### config.mk
export PLATFORM = sky130hd
export DESIGN_NAME = read_master_burst_hdmi
export DESIGN_NICKNAME = d
export VERILOG_FILES = /design/src/rtl/read_master_burst_hdmi.sv
export SDC_FILE = /design/constraint.sdc
export NUM_CORES = 1
export LEC_CHECK = 0
export BUFFER_PORTS_ARGS = -buffer_cell sky130_fd_sc_hd__buf_4
export CAP_MARGIN = 30
export CORE_UTILIZATION = 26
export DETAILED_ROUTE_END_ITERATION = 10
export GPL_TIMING_DRIVEN = 0
export SLEW_MARGIN = 20
export SYNTH_ARGS = -nofsm -noshare
export SYNTH_HDL_FRONTEND = slang
export SYNTH_SLANG_ARGS = --single-unit
### constraint.sdc
create_clock -name iClk -period 4.4 [get_ports iClk]
set_input_delay 0.66 -clock iClk [delete_from_list [all_inputs] [get_ports iClk]]
set_output_delay 0.66 -clock iClk [all_outputs]
set_load 0.1 [all_outputs]
### src/rtl/read_master_burst_hdmi.sv
// Avalon-MM burst read master that streams one video frame (or repeats it)
// from memory into a downstream FIFO, never requesting more than the FIFO can
// hold and never keeping more than MAX_PENDING bursts in flight.
//
// Avalon read handshake: oRead, oRead_address and oBurstcount form one request
// and stay frozen while iWait_request is high. The request is accepted on the
// first clock edge where oRead=1 and iWait_request=0. iRd_Data_valid returns
// one beat per cycle and cannot be back-pressured.
module read_master_burst_hdmi #(
  parameter int ADDR_W      = 32,
  parameter int DATA_BYTES  = 4,
  parameter int BURST_LEN   = 8,
  parameter int MAX_PENDING = 2
) (
  input  logic              iClk,
  input  logic              iReset_n,
  input  logic              iStart,
  input  logic              iStop,
  input  logic              iLoop,
  input  logic [ADDR_W-1:0] iStart_read_address,
  input  logic [ADDR_W-1:0] iLength,
  input  logic              iWait_request,
  input  logic              iRd_Data_valid,
  input  logic [15:0]       iFF_space,
  output logic              oRead,
  output logic [ADDR_W-1:0] oRead_address,
  output logic [6:0]        oBurstcount,
  output logic              oBusy,
  output logic              oFrame_start,
  output logic              oDone
);

  localparam int OFFS = $clog2(DATA_BYTES);

  typedef enum logic [1:0] {S_IDLE, S_ARB, S_REQ, S_DRAIN} state_t;

  state_t            state, state_next;

  logic [ADDR_W-1:0] base_addr;
  logic [ADDR_W-1:0] length_words;
  logic [ADDR_W-1:0] addr;
  logic [ADDR_W-1:0] words_left;
  logic              loop_mode;
  logic              stop_flag;
  logic              settled;
  logic [6:0]        burst_q;
  logic [15:0]       pending_words;
  logic [3:0]        pending_bursts;

  // Sizes of accepted-but-unreturned bursts, oldest at rd_ptr. Eight slots
  // cover every legal MAX_PENDING, so the 3-bit pointers wrap naturally.
  logic [6:0]        burst_fifo [8];
  logic [2:0]        wr_ptr, rd_ptr;
  logic [6:0]        head_beats;

  logic [6:0]        burst_min;
  logic              beat, head_done, stop_pending, space_ok;
  logic [15:0]       pending_after;
  logic              start, issue, accept, finish, restart, frame_end;

  // Burst size for the next request and the per-cycle bookkeeping terms.
  always_comb begin
    if (words_left < ADDR_W'(BURST_LEN)) burst_min = words_left[6:0];
    else                                 burst_min = 7'(BURST_LEN);
    // A beat with nothing outstanding is stray and must not wrap the counter.
    beat          = iRd_Data_valid && (pending_words != 16'd0);
    head_done     = beat && ((head_beats + 7'd1) == burst_fifo[rd_ptr]);
    pending_after = pending_words - 16'(beat);
    stop_pending  = stop_flag | iStop;
    space_ok      = (17'(pending_words) + 17'(burst_q)) <= 17'(iFF_space);
  end

  // FSM state register.
  always_ff @(posedge iClk) begin
    if (!iReset_n) state <= S_IDLE;
    else           state <= state_next;
  end

  // Next-state logic and one-cycle control strobes.
  always_comb begin
    state_next = state;
    start      = 1'b0;
    issue      = 1'b0;
    accept     = 1'b0;
    finish     = 1'b0;
    restart    = 1'b0;
    frame_end  = 1'b0;
    case (state)
      S_IDLE: begin
        if (iStart) begin
          start      = 1'b1;
          state_next = S_ARB;
        end
      end
      S_ARB: begin
        if ((words_left == '0) || stop_pending) begin
          if (pending_after == 16'd0) frame_end = 1'b1;
          else                        state_next = S_DRAIN;
        end else if (settled && (pending_bursts < 4'(MAX_PENDING)) && space_ok) begin
          // settled: burst_q was registered from words_left one cycle ago,
          // so the space comparison starts from registered values.
          issue      = 1'b1;
          state_next = S_REQ;
        end
      end
      S_REQ: begin
        if (!iWait_request) begin
          accept     = 1'b1;
          state_next = S_ARB;
        end
      end
      S_DRAIN: begin
        if (pending_after == 16'd0) frame_end = 1'b1;
      end
      default: state_next = S_IDLE;
    endcase
    // A frame has fully returned: either replay it or report completion.
    if (frame_end) begin
      if (loop_mode && !stop_pending && (length_words != '0)) begin
        restart    = 1'b1;
        state_next = S_ARB;
      end else begin
        finish     = 1'b1;
        state_next = S_IDLE;
      end
    end
  end

  // Frame address/length tracking, outstanding-beat counters and outputs.
  always_ff @(posedge iClk) begin
    if (!iReset_n) begin
      base_addr      <= '0;
      length_words   <= '0;
      addr           <= '0;
      words_left     <= '0;
      loop_mode      <= 1'b0;
      stop_flag      <= 1'b0;
      settled        <= 1'b0;
      burst_q        <= 7'd0;
      pending_words  <= 16'd0;
      pending_bursts <= 4'd0;
      wr_ptr         <= 3'd0;
      rd_ptr         <= 3'd0;
      head_beats     <= 7'd0;
      oRead          <= 1'b0;
      oRead_address  <= '0;
      oBurstcount    <= 7'd0;
      oBusy          <= 1'b0;
      oFrame_start   <= 1'b0;
      oDone          <= 1'b0;
    end else begin
      if (start) begin
        base_addr    <= iStart_read_address;
        addr         <= iStart_read_address;
        length_words <= iLength >> OFFS;
        words_left   <= iLength >> OFFS;
        loop_mode    <= iLoop;
      end else if (restart) begin
        addr         <= base_addr;
        words_left   <= length_words;
      end else if (accept) begin
        addr         <= addr + (ADDR_W'(burst_q) << OFFS);
        words_left   <= words_left - ADDR_W'(burst_q);
      end

      // Stop is sticky for the rest of the run and meaningless while idle.
      if ((state == S_IDLE) || (state_next == S_IDLE)) stop_flag <= 1'b0;
      else                                             stop_flag <= stop_flag | iStop;

      settled <= (state == S_ARB) && (state_next == S_ARB) && !restart;
      if (state == S_ARB) burst_q <= burst_min;

      // Acceptance and a returning beat may coincide; both apply.
      pending_words  <= pending_words + (accept ? 16'(burst_q) : 16'd0) - 16'(beat);
      pending_bursts <= pending_bursts + 4'(accept) - 4'(head_done);
      if (accept) wr_ptr <= wr_ptr + 3'd1;
      if (head_done) begin
        rd_ptr     <= rd_ptr + 3'd1;
        head_beats <= 7'd0;
      end else if (beat) begin
        head_beats <= head_beats + 7'd1;
      end

      if (issue) begin
        oRead         <= 1'b1;
        oRead_address <= addr;
        oBurstcount   <= burst_q;
      end else if (accept) begin
        oRead         <= 1'b0;
      end
      oBusy        <= (state_next != S_IDLE);
      oFrame_start <= start | restart;
      oDone        <= finish;
    end
  end

  // Burst-size record for each accepted request; data only, no reset needed.
  always_ff @(posedge iClk) begin
    if (accept) burst_fifo[wr_ptr] <= burst_q;
  end

endmodule
### Yosys cells after proc, flatten, opt, wreduce, memory -nomap -nowiden

Memory sizes are Yosys's and may differ from the RTL's. A register that Yosys moved wholly into a read port is not among the register bits.
Index checks and enable logic that the tools add are counted.

| operators by class | value |
|---|---|
| $add $sub $neg | 11 |
| $mul | 0 |
| div/mod/pow operators | 0 |
| order comparisons | 3 |
| eq/ne operators | 5 |
| shifts and indexed selects | 0 |
| muxes and demuxes | 35 |
| bitwise gates (word level) | 3 |
| reduce and logical (&&, ||, !) cells | 26 |

Operators with widths:

| cell | count |
|---|---|
| 32-bit 2-to-1 mux | 5 |
| 32-bit by 9-bit adder with 32-bit output | 1 |
| 32-bit zero test | 1 |
| 32-bit by 4-bit < comparator with 1-bit output, second input constant | 1 |
| 32-bit nonzero test | 1 |
| 16-bit by 1-bit subtractor with 16-bit output | 2 |
| 32-bit by 7-bit subtractor with 32-bit output | 1 |
| 30-bit 2-to-1 mux | 1 |
| 16-bit by 7-bit adder with 17-bit output | 1 |
| 17-bit by 16-bit less-or-equal comparator with 1-bit output | 1 |
| 1-bit 2-to-1 mux | 17 |
| 16-bit by 7-bit adder with 16-bit output | 1 |
| 16-bit zero test | 1 |
| 16-bit nonzero test | 1 |
| 7-bit 2-to-1 mux | 2 |
| 2-bit 2-to-1 mux | 6 |
| 1-bit logical AND | 8 |
| 7-bit by 1-bit adder with 7-bit output, second input constant | 1 |
| 7-bit equality test | 1 |
| 3-bit by 1-bit adder with 3-bit output, second input constant | 2 |
| 3-bit 2-to-1 mux | 2 |
| 2-bit one-hot mux with 3 select lines | 1 |
| 2-bit nonzero test | 3 |
| 2-bit OR reduction | 3 |
| 13 further kinds | 19 |

| storage, ports and cells | value |
|---|---|
| flip-flop bits (word level) | 214 |
| latch bits | 0 |
| bits in writable memories | 56 |
| ROM bits | 0 |
| input bits | 87 |
| output and inout bits | 43 |
| logic and storage cells | 105 |
| memories kept | 1 |

Memories:

| name | depth | bits a word | rd ports | clocked after Yosys merged registers in | wr ports | line | source |
|---|---|---|---|---|---|---|---|
| burst_fifo | 8 | 7 | 1 | 1 | 1 | 52 | `logic [6:0] burst_fifo [8];` |

### Longest topological paths before layout

| depth | value |
|---|---|
| depth in word-level cells | 11 |
| depth in mapped cells | 21 |
| gate-level depth less buffers | 19 |

### Worst setup path after synthesis

No wires, ideal clock.

| timing path | value |
|---|---|
| kind | register to register |
| start | register burst_q[1] |
| end | register oBurstcount[3] |
| setup time | 0.070 ns |
| data arrival time | 4.097 ns |
| data required time | 4.330 ns |
| path slack | 0.233 ns |
| cell stages (with the launch flop) | 20 |
| buffers on the path | 2 |
| period minus slack after synthesis | 4.167 ns |
| path through | dfxtp_1 -> inv_1 -> fa_1 -> nor2b_1 -> o31a_1 -> o21ai_1 -> a21boi_0 -> o2111a_1 -> nand2_1 -> xnor2_1 -> ha_1 -> a21o_1 -> a21oi_1 -> nor3b_1 -> a21oi_1 -> a311oi_2 -> buf_2 -> buf_4 -> nand2_1 -> a21oi_1 |

| between the ends | value |
|---|---|
| longest elaborated chain between the ends | 6 |

Ends and longest elaborated chain:

| item | line | source |
|---|---|---|
| start: declaration | 46 | `logic [6:0] burst_q;` |
| start signal: assignment | 171 | `if (state == S_ARB) burst_q <= burst_min;` |
| 16-bit by 7-bit adder with 17-bit output | 70 | `space_ok = (17'(pending_words) + 17'(burst_q)) <= 17'(iFF_space);` |
| 17-bit by 16-bit less-or-equal comparator with 1-bit output | 70 |  |
| 1-bit logical AND | 99 | `end else if (settled && (pending_bursts < 4'(MAX_PENDING)) && space_ok) begin` |
| 1-bit 2-to-1 mux | 99 |  |
| 1-bit 2-to-1 mux | 96 | `if ((words_left == '0) \|\| stop_pending) begin` |
| 1-bit 2-to-1 mux | 88 | `case (state)` |
| end signal: assignment | 187 | `oBurstcount <= burst_q;` |
| end: declaration | 27 | `output logic [6:0] oBurstcount,` |

Every way passes these cells.
A chain may end at the register's enable or synchronous reset.

### Final worst setup path

| timing path | value |
|---|---|
| start | register pending_words[12] |
| end | register addr[27] |

| between the ends | value |
|---|---|
| longest elaborated chain between the ends | 10 |
| elaborated cells on any way between the ends | 11 |
| classes of those cells | add/sub: 1; mux: 6; reduce/logical: 4 |

Ends and longest elaborated chain:

| item | line | source |
|---|---|---|
| start: declaration | 47 | `logic [15:0] pending_words;` |
| start signal: assignment | 174 | `pending_words <= pending_words + (accept ? 16'(burst_q) : 16'd0) - 16'(beat);` |
| 16-bit nonzero test * | 66 | `beat = iRd_Data_valid && (pending_words != 16'd0);` |
| 1-bit logical AND * | 66 |  |
| named net beat | 57 | `logic beat, head_done, stop_pending, space_ok;` |
| 16-bit by 1-bit subtractor with 16-bit output * | 68 | `pending_after = pending_words - 16'(beat);` |
| 16-bit zero test * | 97, 113 |  |
| 1-bit 2-to-1 mux * | 97, 113 |  |
| 1-bit 2-to-1 mux | 96 |  |
| 1-bit one-hot mux with 2 select lines * | 88 |  |
| 1-bit 2-to-1 mux * | 118 | `if (frame_end) begin` |
| 32-bit 2-to-1 mux | 158 | `end else if (restart) begin` |
| 32-bit 2-to-1 mux | 152 | `if (start) begin` |
| end signal: assignment | 154 | `addr <= iStart_read_address;` |
| end signal: assignment | 159 | `addr <= base_addr;` |
| end signal: assignment | 162 | `addr <= addr + (ADDR_W'(burst_q) << OFFS);` |
| end: declaration | 41 | `logic [ADDR_W-1:0] addr;` |

Mark *: on every way through the listed nets, which the timed path passes. The rest lies on a longest branch.

==> results.toml <==
[status]
status = "complete, no violations"

[drt]
routed_wirelength_um = 49170
first_pass_iters = 5
routedWlPerCell_um = 19.37
vias_per_cell = 5.090
drc = 0
via_count = 12920
first_iter_violations = 1052
drtAntennaViolNets = 0

[floorplanning]
core_area_mm2 = 0.05403
die_h_um = 236.3
row_count = 85
initial_core_util_pct = 26.42
ios = 130
die_w_um = 236.3
dieArea_mm2 = 0.05584

[power]
p_total_uw = 8077
p_leak_uw = 0.006765
p_per_area_mw_per_mm2 = 462.9
peakVddDrop_v = 0.0003317

[layout]
layout.cells.non_filler = 2539
n_fill_cell = 5588
layout-drive-gt1-share_pct = 15.52
nets = 1997
area_delta_synth_final_pct = 22.26
final_area_mm2 = 0.01745
final_util_pct = 32.30
antenna-diode-count = 0

[synthesis]
ys_seq_area_share_pct = 42.22
synth_nets = 1818
synth_warnings = 0
synth_edf_count = 56
synth_cells = 1639
yosysUniqueCellTypes = 79
ys.flop_type = "dfxtp_1"
synth_most_common_cell = "nand2_1"
synthTopCellsByCount = "nand2_1, dfxtp_1, a21oi_1"
synth_area_per_cell_um2 = 8.709
syn_area_mm2 = 0.01427
ys_ff_latch = 273
yosys.area.top_type = "dfxtp_1"
async_flop_share_pct = 0
synth_area_leaders = "dfxtp_1, edfxtp_1, nand2_1"
synth_top_area_share_pct = 30.43

[place]
hpwl_um = 36590
placed_area_mm2 = 0.01615
placed_cells = 2469
io_buffers = 127
gp_congestion = 0.9286

[worst_hold_path]
hold_class = "input port to register"

[sta]
min_period_ns = 4.246
drv_slew = 0
fin_skew_ns = 0.01840
period_share_pct = 96.49
hold_slack_ns = 0.3241
max-slew-margin-rel_pct = 29.18
setup_viol = 0
worstMarginPinSlew_ns = 1.062
fmax_mhz = 235.5
hold_viol = 0

[setup_path]
cp_max_fo = 10
worst_ep_arrival_time_ns = 4.70
critPathKind = "register to register"
crit_required_ns = 4.85
max_stage_delay_ns = 0.51
worstSetupEndpointType = "register"
timing.critical_path.buf_inv = 4
cp-start-kind = "register"
cp_slowest_cell = "nor4b_4"
crit_family = "simple AND/OR/NAND/NOR gates"
crit_chain = "inv_1 > ha_1 > nand2_1 > o41ai_4 > inv_1 > ha_1 > nor4b_4 > a221oi_1 > a41oi_1 > nor4b_4 > nand4_4 > nand3_2 > buf_6 > buf_2 > a31oi_1"

[grt]
track_usage_pct = 17.17
grt_pass1_vias = 12710
grt_pass1_wl_um = 74840
globalRouteOverflowTotal = 0
grt_antenna_before_repair = 0
grt_max_degree = 17

[clock_tree]
cts_buffers = 31
clkSlewWorstSetupHoldPaths_ns = 0.06
htree_levels = 1
clockBufferDepth = 3
root_buffer = "clkbuf_16"
insertion_delay_ns = 0.59
cts_tree = "yes"
clock_sinks = 273

[flow_run]
drv_cap = 0
## final timing paths
path,endpoint,from,depth (start not counted),slack (ns)
worst max-delay path,addr[27],pending_words[12],15,0.15
worst min-delay path,loop_mode,iLoop,3,0.32
worst max register to register,addr[27],pending_words[12],15,0.15
worst min register to register,oRead_address[16],oRead_address[16],2,0.45
## state kept, by name, summed over array words and instances, names as in the netlist, 2 cells and up, named ones only
name            flops
oBurstcount         7
rd_ptr              3
words_left         32
base_addr          32
length_words       30
wr_ptr              3
oRead_address      32
pending_words      16
head_beats          7
state               2
burst_q             7
addr               32
burst_fifo         56
pending_bursts      4
## kinds of logic (layout without fill, tap and decap cells)
group                      count (synthesis)  count (layout)  share of synthesized area, %
AOI/OAI and AO/OA                        428             428                         18.33
xor gates and xnor gates                  84              84                         5.154
adders and majority gates                 92              92                         8.327
buffers and inverters                    169             373                         4.716
DFF                                      273             273                         42.22
muxes                                     25              25                         2.989
and+or+nand+nor                          568             568                         18.27
## final cells by class
class | count | area, um^2 | area share (%)
timing repair buffer | 147 | 1105 | 6.331
buffer | 82 | 367.9 | 2.108
clock inverter | 17 | 165.2 | 0.9464
sequential | 273 | 6041 | 34.62
tap | 696 | 870.8 | 4.990
clock buffer | 41 | 873.3 | 5.005
multi-input combinational | 1197 | 7701 | 44.13
inverter | 86 | 326.6 | 1.871
## through the flow
step	setup WS [ns]	setup TNS (ns)
floorplan	0.2326	0
global placement	-1.461	-102.53
detailed placement	-1.275	-98.78
CTS	0.03490	0
global route	-0.009435	-0.01819
finish	0.1543	0
## report_power, final
group          switching (uW)  internal (uW)
Sequential                253           2730
Combinational            1440           1030
Clock                    1110           1520
Total                    2800           5280
## cell usage in the layout, fill, tap and decap left out, drive strengths merged, types with 13 or more instances in the layout
master / n
a31oi: 20
a21oi: 195
dfxtp: 217
buf: 174
o21ai: 86
inv: 87
nor2: 96
nand3: 31
nor3: 34
nor4: 22
nand2: 297
ha: 87
o21a: 13
xor2: 37
nand4: 18
o211ai: 21
edfxtp: 56
mux4: 14
xnor2: 47
nor2b: 16
clkbuf: 96
## metal layers
metal	part of all wire, %	global-route usage, %	vias up
met5	0	0	-
met4	2.9	5.293	0
met3	6.7	2.259	88
met2	47	29.17	504
met1	43	22.48	6172
li1	-	-	6160
## worst min-delay path, cell delays in order
cell and delay (ns):
buf_4 0.11, nand2_1 0.05, a21oi_1 0.05
## what timing repair did
item                       4_1_cts  5_1_grt
setup endpoints to repair      120       69
pin swaps                        5        4
hold buffers                     0        0
gates cloned                     0        0
resized for setup               31       18
hold endpoints to repair         0        0
buffers inserted                10        3
Note: power is estimated with default switching activity, not from simulation.
